`src/rtl/mmc3_scanline_irq.sv`:
```
// MMC3-compatible scanline IRQ: register decode, A12 edge filter,
// reload/decrement counter and active-low irq output.
module mmc3_scanline_irq #(
  parameter int A12_FILTER = 2
) (
  input  logic        m2,
  input  logic        reset,
  input  logic        enable,
  input  logic        romsel,
  input  logic        cpu_rw_in,
  input  logic [14:0] cpu_addr_in,
  input  logic [7:0]  cpu_data_in,
  input  logic        ppu_a12,
  output logic        irq,
  output logic [7:0]  irq_counter
);

  localparam logic [1:0] FILT = 2'(A12_FILTER);

  logic       sync1_q, sync1_d;
  logic       a12_s_q, a12_s_d;
  logic [1:0] low_cnt_q, low_cnt_d;
  logic [7:0] latch_q, latch_d;
  logic [7:0] counter_q, counter_d;
  logic       reload_q, reload_d;
  logic       irq_en_q, irq_en_d;
  logic       pending_q, pending_d;

  logic       wr;
  logic       wr_c000, wr_c001, wr_e000, wr_e001;
  logic       clk_ev;
  logic [1:0] sel;
  logic       unused_addr;

  assign unused_addr = ^cpu_addr_in[12:1];

  assign wr  = enable & ~romsel & ~cpu_rw_in & cpu_addr_in[14];
  assign sel = {cpu_addr_in[13], cpu_addr_in[0]};

  assign wr_c000 = wr & (sel == 2'b00);
  assign wr_c001 = wr & (sel == 2'b01);
  assign wr_e000 = wr & (sel == 2'b10);
  assign wr_e001 = wr & (sel == 2'b11);

  // A nonzero low count already implies the previous a12_s was low.
  assign clk_ev = a12_s_q & (low_cnt_q >= FILT);

  always_comb begin
    sync1_d   = ppu_a12;
    a12_s_d   = sync1_q;
    low_cnt_d = low_cnt_q;
    latch_d   = latch_q;
    counter_d = counter_q;
    reload_d  = reload_q;
    irq_en_d  = irq_en_q;
    pending_d = pending_q;

    if (a12_s_q)
      low_cnt_d = 2'd0;
    else if (low_cnt_q != 2'd3)
      low_cnt_d = low_cnt_q + 2'd1;

    if (wr_c000)
      latch_d = cpu_data_in;

    if (wr_c001) begin
      reload_d  = 1'b1;
      counter_d = 8'd0;
    end

    // Same-edge $C001 counts as reload; event always uses the old latch.
    if (clk_ev) begin
      if (counter_q == 8'd0 || reload_q || wr_c001) begin
        counter_d = latch_q;
        reload_d  = 1'b0;
      end else begin
        counter_d = counter_q - 8'd1;
      end
      if (counter_d == 8'd0 && irq_en_q)
        pending_d = 1'b1;
    end

    if (wr_e000) begin
      irq_en_d  = 1'b0;
      pending_d = 1'b0;
    end

    if (wr_e001)
      irq_en_d = 1'b1;

    if (!enable) begin
      sync1_d   = 1'b0;
      a12_s_d   = 1'b0;
      low_cnt_d = 2'd0;
      latch_d   = 8'd0;
      counter_d = 8'd0;
      reload_d  = 1'b0;
      irq_en_d  = 1'b0;
      pending_d = 1'b0;
    end
  end

  always_ff @(posedge m2) begin
    if (reset) begin
      sync1_q   <= 1'b0;
      a12_s_q   <= 1'b0;
      low_cnt_q <= 2'd0;
      latch_q   <= 8'd0;
      counter_q <= 8'd0;
      reload_q  <= 1'b0;
      irq_en_q  <= 1'b0;
      pending_q <= 1'b0;
    end else begin
      sync1_q   <= sync1_d;
      a12_s_q   <= a12_s_d;
      low_cnt_q <= low_cnt_d;
      latch_q   <= latch_d;
      counter_q <= counter_d;
      reload_q  <= reload_d;
      irq_en_q  <= irq_en_d;
      pending_q <= pending_d;
    end
  end

  assign irq         = ~pending_q;
  assign irq_counter = counter_q;

endmodule

```
`config.mk`:
```
export PLATFORM = sky130hd
export DESIGN_NAME = mmc3_scanline_irq
export DESIGN_NICKNAME = d
export VERILOG_FILES = /design/src/rtl/mmc3_scanline_irq.sv
export SDC_FILE = /design/constraint.sdc
export NUM_CORES = 1
export LEC_CHECK = 0
export CAP_MARGIN = 10
export CELL_PAD_IN_SITES_DETAIL_PLACEMENT = 1
export CELL_PAD_IN_SITES_GLOBAL_PLACEMENT = 1
export CORE_ASPECT_RATIO = 1.5
export CORE_UTILIZATION = 46
export CTS_BUF_LIST = sky130_fd_sc_hd__clkbuf_2 sky130_fd_sc_hd__clkbuf_4 sky130_fd_sc_hd__clkbuf_8
export DETAILED_ROUTE_END_ITERATION = 16
export DONT_BUFFER_PORTS = 1
export MAX_ROUTING_LAYER = met4
export PLACE_DENSITY = 0.86
export RECOVER_POWER = 25
export SLEW_MARGIN = 20
export SYNTH_ARGS = -nofsm -noshare
export SYNTH_HDL_FRONTEND = slang
export SYNTH_SLANG_ARGS = --single-unit
export TNS_END_PERCENT = 30
```
`constraint.sdc`:
```
create_clock -name m2 -period 2.3 [get_ports m2]
set_clock_uncertainty 0.15 [all_clocks]
set_input_delay 0 -clock m2 [delete_from_list [all_inputs] [get_ports m2]]
set_output_delay 0 -clock m2 [all_outputs]
set_load 0.01 [all_outputs]
```
* Word level (Yosys, flattened, before mapping)
Index checks and enable logic that the tools add are counted.
** Storage, ports and cells
- Register bits after elaboration :: 23
- Bits of input ports :: 29
- Output and inout port bits :: 9
- Word-level logic and storage cells :: 48
** Cells by class
- $add $sub $neg :: 2
- Magnitude comparators :: 1
- Equal/unequal tests :: 4
- Multiplexer cells :: 9
- Bitwise logic cells :: 12
- Reduce and logical (&&, ||, !) cells :: 12
** Operators by type and width (count)
- 2-to-1 mux 8 bit :: 4
- logical NOT 8 bit :: 2
- AND 1 bit :: 8
- subtractor 8 x 1 -> 8 bit (second input constant) :: 1
- OR reduction 3 bit :: 2
- 2-to-1 mux 1 bit :: 5
- equality test 2 bit (second input constant) :: 2
- inverter 1 bit :: 4
- nonzero test 2 bit :: 2
- adder 2 x 1 -> 2 bit (second input constant) :: 1
- equality test 2 x 1 -> 1 bit (second input constant) :: 1
- >= comparator 2 bit (second input constant) :: 1
- logical NOT 2 bit :: 1
- logical OR 1 bit :: 2
- != test 2 bit (second input constant) :: 1
- AND reduction 2 bit :: 1
- OR reduction 2 bit :: 1
- logical AND 1 bit :: 1

* Depth between registers and ports, before layout
- Word-level depth :: 11
- Depth in mapped cells :: 8
- Mapped depth without buffers :: 7

* Worst setup path after synthesis
OpenSTA, ideal clock, no wires.
- Kind :: reg2reg
- Start :: reg counter_q[0] (netlist: irq_counter[0])
- End :: reg pending_q
- Arrival time :: 1.795 ns
- Required time :: 2.062 ns
- Path slack :: 0.267 ns
- Cell stages (with the launch flop) :: 9
- Buffers on the path :: 1
- Period minus slack after synthesis :: 2.033 ns
- Path through :: dfxtp_1 > inv_1 > ha_1 > clkbuf_1 > o21bai_1 > a211o_1 > o211ai_1 > a311oi_1 > nor4_2
** Between the ends
- Word-level cells in the longest chain between the ends :: 8
- Elaborated cells on any way between the ends :: 9
** RTL lines
- start, declared :: RTL line 24 : logic [7:0] counter_q, counter_d;
- start signal, assigned :: RTL line 118 : counter_q <= counter_d;
- parallel branches: the longest is 3 deep, another holds subtractor 8 x 1 -> 8 bit
- 2-to-1 mux 8 bit (*) :: RTL line 73 : if (counter_q == 8'd0 || reload_q || wr_c001) begin
- 2-to-1 mux 8 bit (*) :: RTL line 72 : if (clk_ev) begin
- logical NOT 8 bit (*) :: RTL line 79 : if (counter_d == 8'd0 && irq_en_q)
- logical AND 1 bit (*) :: RTL line 79
- AND reduction 2 bit (no line) (*)
- end signal, assigned :: RTL line 121 : pending_q <= pending_d;
- end, declared :: RTL line 27 : logic pending_q, pending_d;
Every way passes the cells marked *. The select of a mux whose other input is x is not followed.
A chain may end at the register's enable or synchronous reset.

* Final worst setup path
- Start :: reg low_cnt_q[1]
- End :: reg pending_q
** Between the ends
- Word-level cells in the longest chain between the ends :: 3
** RTL lines
- start, declared :: RTL line 22 : logic [1:0] low_cnt_q, low_cnt_d;
- start signal, assigned :: RTL line 116 : low_cnt_q <= low_cnt_d;
- >= comparator 2 bit :: RTL line 46 : assign clk_ev = a12_s_q & (low_cnt_q >= FILT);
- AND 1 bit :: RTL line 46
- AND reduction 2 bit (no line)
No other way between the ends.

==> results summary <==
The flow ran to the end, and the final reports show no timing, DRC or antenna violations. Synthesis instantiated 48 different standard cells from the library. The clock sink count came out at 23.

The pin count of the biggest net entering global routing came out at 19. The width of the die is 46.3 um. The cell at the root of the clock tree is sky130_fd_sc_hd__clkbuf_8. The number of global-route vias before repair is 1612. The detail-routed via count per cell came out at 6.58. The worst hold path passes through 5 cells.

The post-detailed-route wirelength per cell came out at 21.8 um. The overall via count from detail_route is 1507. The global routing stage identified its most utilized layer as met2. The library cells used most frequently in the layout, excluding fill and tap cells, are sky130_fd_sc_hd__nand2_1, sky130_fd_sc_hd__dfxtp_1, sky130_fd_sc_hd__dlygate4sd3_1. The cell depth of the worst flop-to-flop path came out at 6.

The area enclosed by the die boundary came out at 0.00317 mm^2. For this run, the top clock speed supported by timing is 0.449 GHz. The number of nets in the layout came out at 226. The length of the first detailed-routing pass in iterations came out at 4. The total power divided by cell area came out at 426 mW/mm^2. The design draws 714 uW. The sequential element share of the synthesized area is 34.0%.

The worst slew margin relative to its limit came out at 49.0%. The detailed placement HPWL is 2840 um. The layout overhead on the synthesized area is 23.8%. The required time of the critical path came out at 2.33 ns. The final cycle utilization of the critical path is 96.9%.

The max-slew violation count was 0. The maximum net fanout on the critical path came out at 13. The clock-pin slew of the registers on the worst-case setup and hold paths came out at 0.08 ns. The initial detailed-routing violation count came out at 94. At the end of routability-driven placement, the weighted congestion stood at 0.871.

For met1 alone, demand over resource in global routing was 35.8%. Across the run, the number of max-cap violations was 0. The pin slew with the least headroom to its limit came out at 0.765 ns.

The worst vdd rail ir drop came out at 0.479 mV. The number of synthesized register bits came out at 23. The number of synthesized flops with an enable pin is 0. For this run, the slowest stage of the critical path takes 0.45 ns.

The CTS H-tree depth is 1. Cells fill 61.2% of the core in the end. The critical path goes through ha_1 > o21a_1 > nand2_1 > nor4_1 > a211oi_1 > nor4_2.

After detailed routing, the number of remaining DRC violations is 0. The height of the die is 68.4 um. In the final layout, the share of cells above drive strength 1 is 8.33%. The net count after synthesis is 199. The met2 capacity usage during global routing came out at 66.7%. The number of endpoints with negative hold slack in the final report is 0. The yosys synthesis warning count came out at 0. During placement, the flow inserted port buffers numbering 0.

The sum of overflow across all layers after global routing is 0. The count of fill cells added during filler insertion is 322. The minimum clock period after layout came out at 2.23 ns. Each instance of the synthesized netlist takes up on average 8.15 um^2. The final hold slack came out at 0.209 ns. The type of the worst min-delay path is in2reg.

The aggregate negative setup slack is 0 ns. The buffer levels on the longest clock path is 2. TritonCTS built the clock tree. The primary flip-flop cell chosen by synthesis mapping is sky130_fd_sc_hd__dfxtp_1. In the final layout, the multi-input gates occupy 817 um^2. The number of endpoints failing setup at the final stage is 0. The area inside the core boundary came out at 0.00273 mm^2. The final instance area is 0.00167 mm^2. The initial antenna violation count is 0. The number of CTS-inserted buffers is 3. The share of synthesized registers carrying an async set or reset came out at 0%. At the worst endpoint, the arrival time is 2.26 ns.

Global routing used 36.4% of the available tracks. Setup repair after global routing left no endpoint under its margin. The instance area after placement is 0.00141 mm^2. The worst setup path is captured at a flop. For this configuration, the core starts out at a cell density of 49.5%. The number of top-level pins came out at 38. The sequential cell area is 460 um^2. The classification of the worst setup path is reg2reg. The final wirelength is 4990 um. In this run the remaining antenna-violating nets after routing total 0. The met3 track demand over resource in global routing is 5.28%. The number of cell rows came out at 23. The synthesized netlist occupies a cell area of 0.00135 mm^2.

The number of diodes added for antenna fixing is 0. The clock latency of the later-clocked register in the worst-skew pair is 0.26 ns. The post-cts sizing count came out at 0. The highest-delay cell along the critical path is sky130_fd_sc_hd__o21a_1. The count of mapped cells out of synthesis came out at 166. The wire length of the first global-routing pass is 7790 um. The category of the worst setup path launch point is a flop. Summed over all cells, the static leakage comes to 0.554 nW.
synthesized netlist by cell type (2+ instances only):
master                      n  area, um^2
sky130_fd_sc_hd__o21ai_0    5        25.0
sky130_fd_sc_hd__nor2b_1    2        12.5
sky130_fd_sc_hd__buf_2      3        15.0
sky130_fd_sc_hd__a21boi_0   3        22.5
sky130_fd_sc_hd__nor3_1     5        25.0
sky130_fd_sc_hd__a211oi_1   4        30.0
sky130_fd_sc_hd__xor2_1     2        17.5
sky130_fd_sc_hd__nand3b_1   2        15.0
sky130_fd_sc_hd__a31oi_1    3        18.8
sky130_fd_sc_hd__nand2_1   23        86.3
sky130_fd_sc_hd__a21oi_1   18        90.1
sky130_fd_sc_hd__xnor2_1    2        17.5
sky130_fd_sc_hd__clkbuf_1   4        15.0
sky130_fd_sc_hd__o22ai_1    2        12.5
sky130_fd_sc_hd__dfxtp_1   23         460
sky130_fd_sc_hd__ha_1       4        50.1
sky130_fd_sc_hd__nand4_1    2        12.5
sky130_fd_sc_hd__nor2_1     4        15.0
sky130_fd_sc_hd__and2_1     2        12.5
sky130_fd_sc_hd__inv_1      6        22.5
sky130_fd_sc_hd__nand3_1   13        65.1
sky130_fd_sc_hd__nand4b_1   2        17.5
sky130_fd_sc_hd__nor4_1     3        18.8
sky130_fd_sc_hd__nor4_2     2        25.0
sky130_fd_sc_hd__o211ai_1   4        30.0
worst paths after layout:
check                                startpoint        endpoint  slack, ns
worst min register to register          sync1_q         a12_s_q       0.33
worst max register to register     low_cnt_q[1]       pending_q       0.07
worst min-delay path            cpu_addr_in[13]  irq_counter[1]       0.21
worst max-delay path               low_cnt_q[1]       pending_q       0.07
kinds of logic (layout without fill, tap and decap cells):
family / count (synthesis) / after routing / synth area share, %
mux: 1 / 1 / 0.740
compound gates: 48 / 48 / 22.9
flops: 23 / 23 / 34.0
xor+xnor: 4 / 4 / 2.59
simple gates: 70 / 70 / 30.4
fa+ha+maj: 4 / 4 / 3.70
buf+inv: 16 / 42 / 5.55
layout make-up:
type	count	share of cell area, %
sequential	23	27.5
multi-input combinational	127	48.8
tap	37	2.77
inverter	6	1.35
clock buffer	4	2.91
timing repair buffer	32	16.7
stage by stage:
step           instances  setup slack [ns]
2_1_floorplan        166             0.267
3_3_place_gp         202             0.386
3_5_place_dp         202             0.295
4_1_cts              229             0.242
5_1_grt              229           0.00938
6_report             229            0.0710
worst max-delay path, delay by kind of cell (launching register included):
family,cells,cell delay (ns)
flip-flops,1,0.42
AND/OR/NAND/NOR,3,0.76
AO/OA/AOI/OAI,2,0.60
adder cells (fa/ha/maj),1,0.22
state kept, by name, summed over array words and instances (netlist names):
name and count:
sync1_q 1, latch_q 8, reload_q 1, irq_counter 8, low_cnt_q 2, irq_en_q 1
pending_q 1, a12_s_q 1
where the power goes:
group          total (mW)  switching, mW  internal, mW
logic              0.0520         0.0266        0.0254
clock network       0.257          0.122         0.135
registers           0.404        0.00316         0.401
total               0.714          0.152         0.562
routing by layer:
layer | share of wire [%] | vias up
li1 | - | 665
met1 | 36 | 738
met2 | 55 | 82
met5 | 0 | -
met3 | 4.9 | 22
met4 | 3.7 | 0
timing repair:
action                    CTS  global route
buffers inserted            0             0
hold endpoints to repair   14             0
hold buffers               23             0
Power figures use the tool's default switching activity.
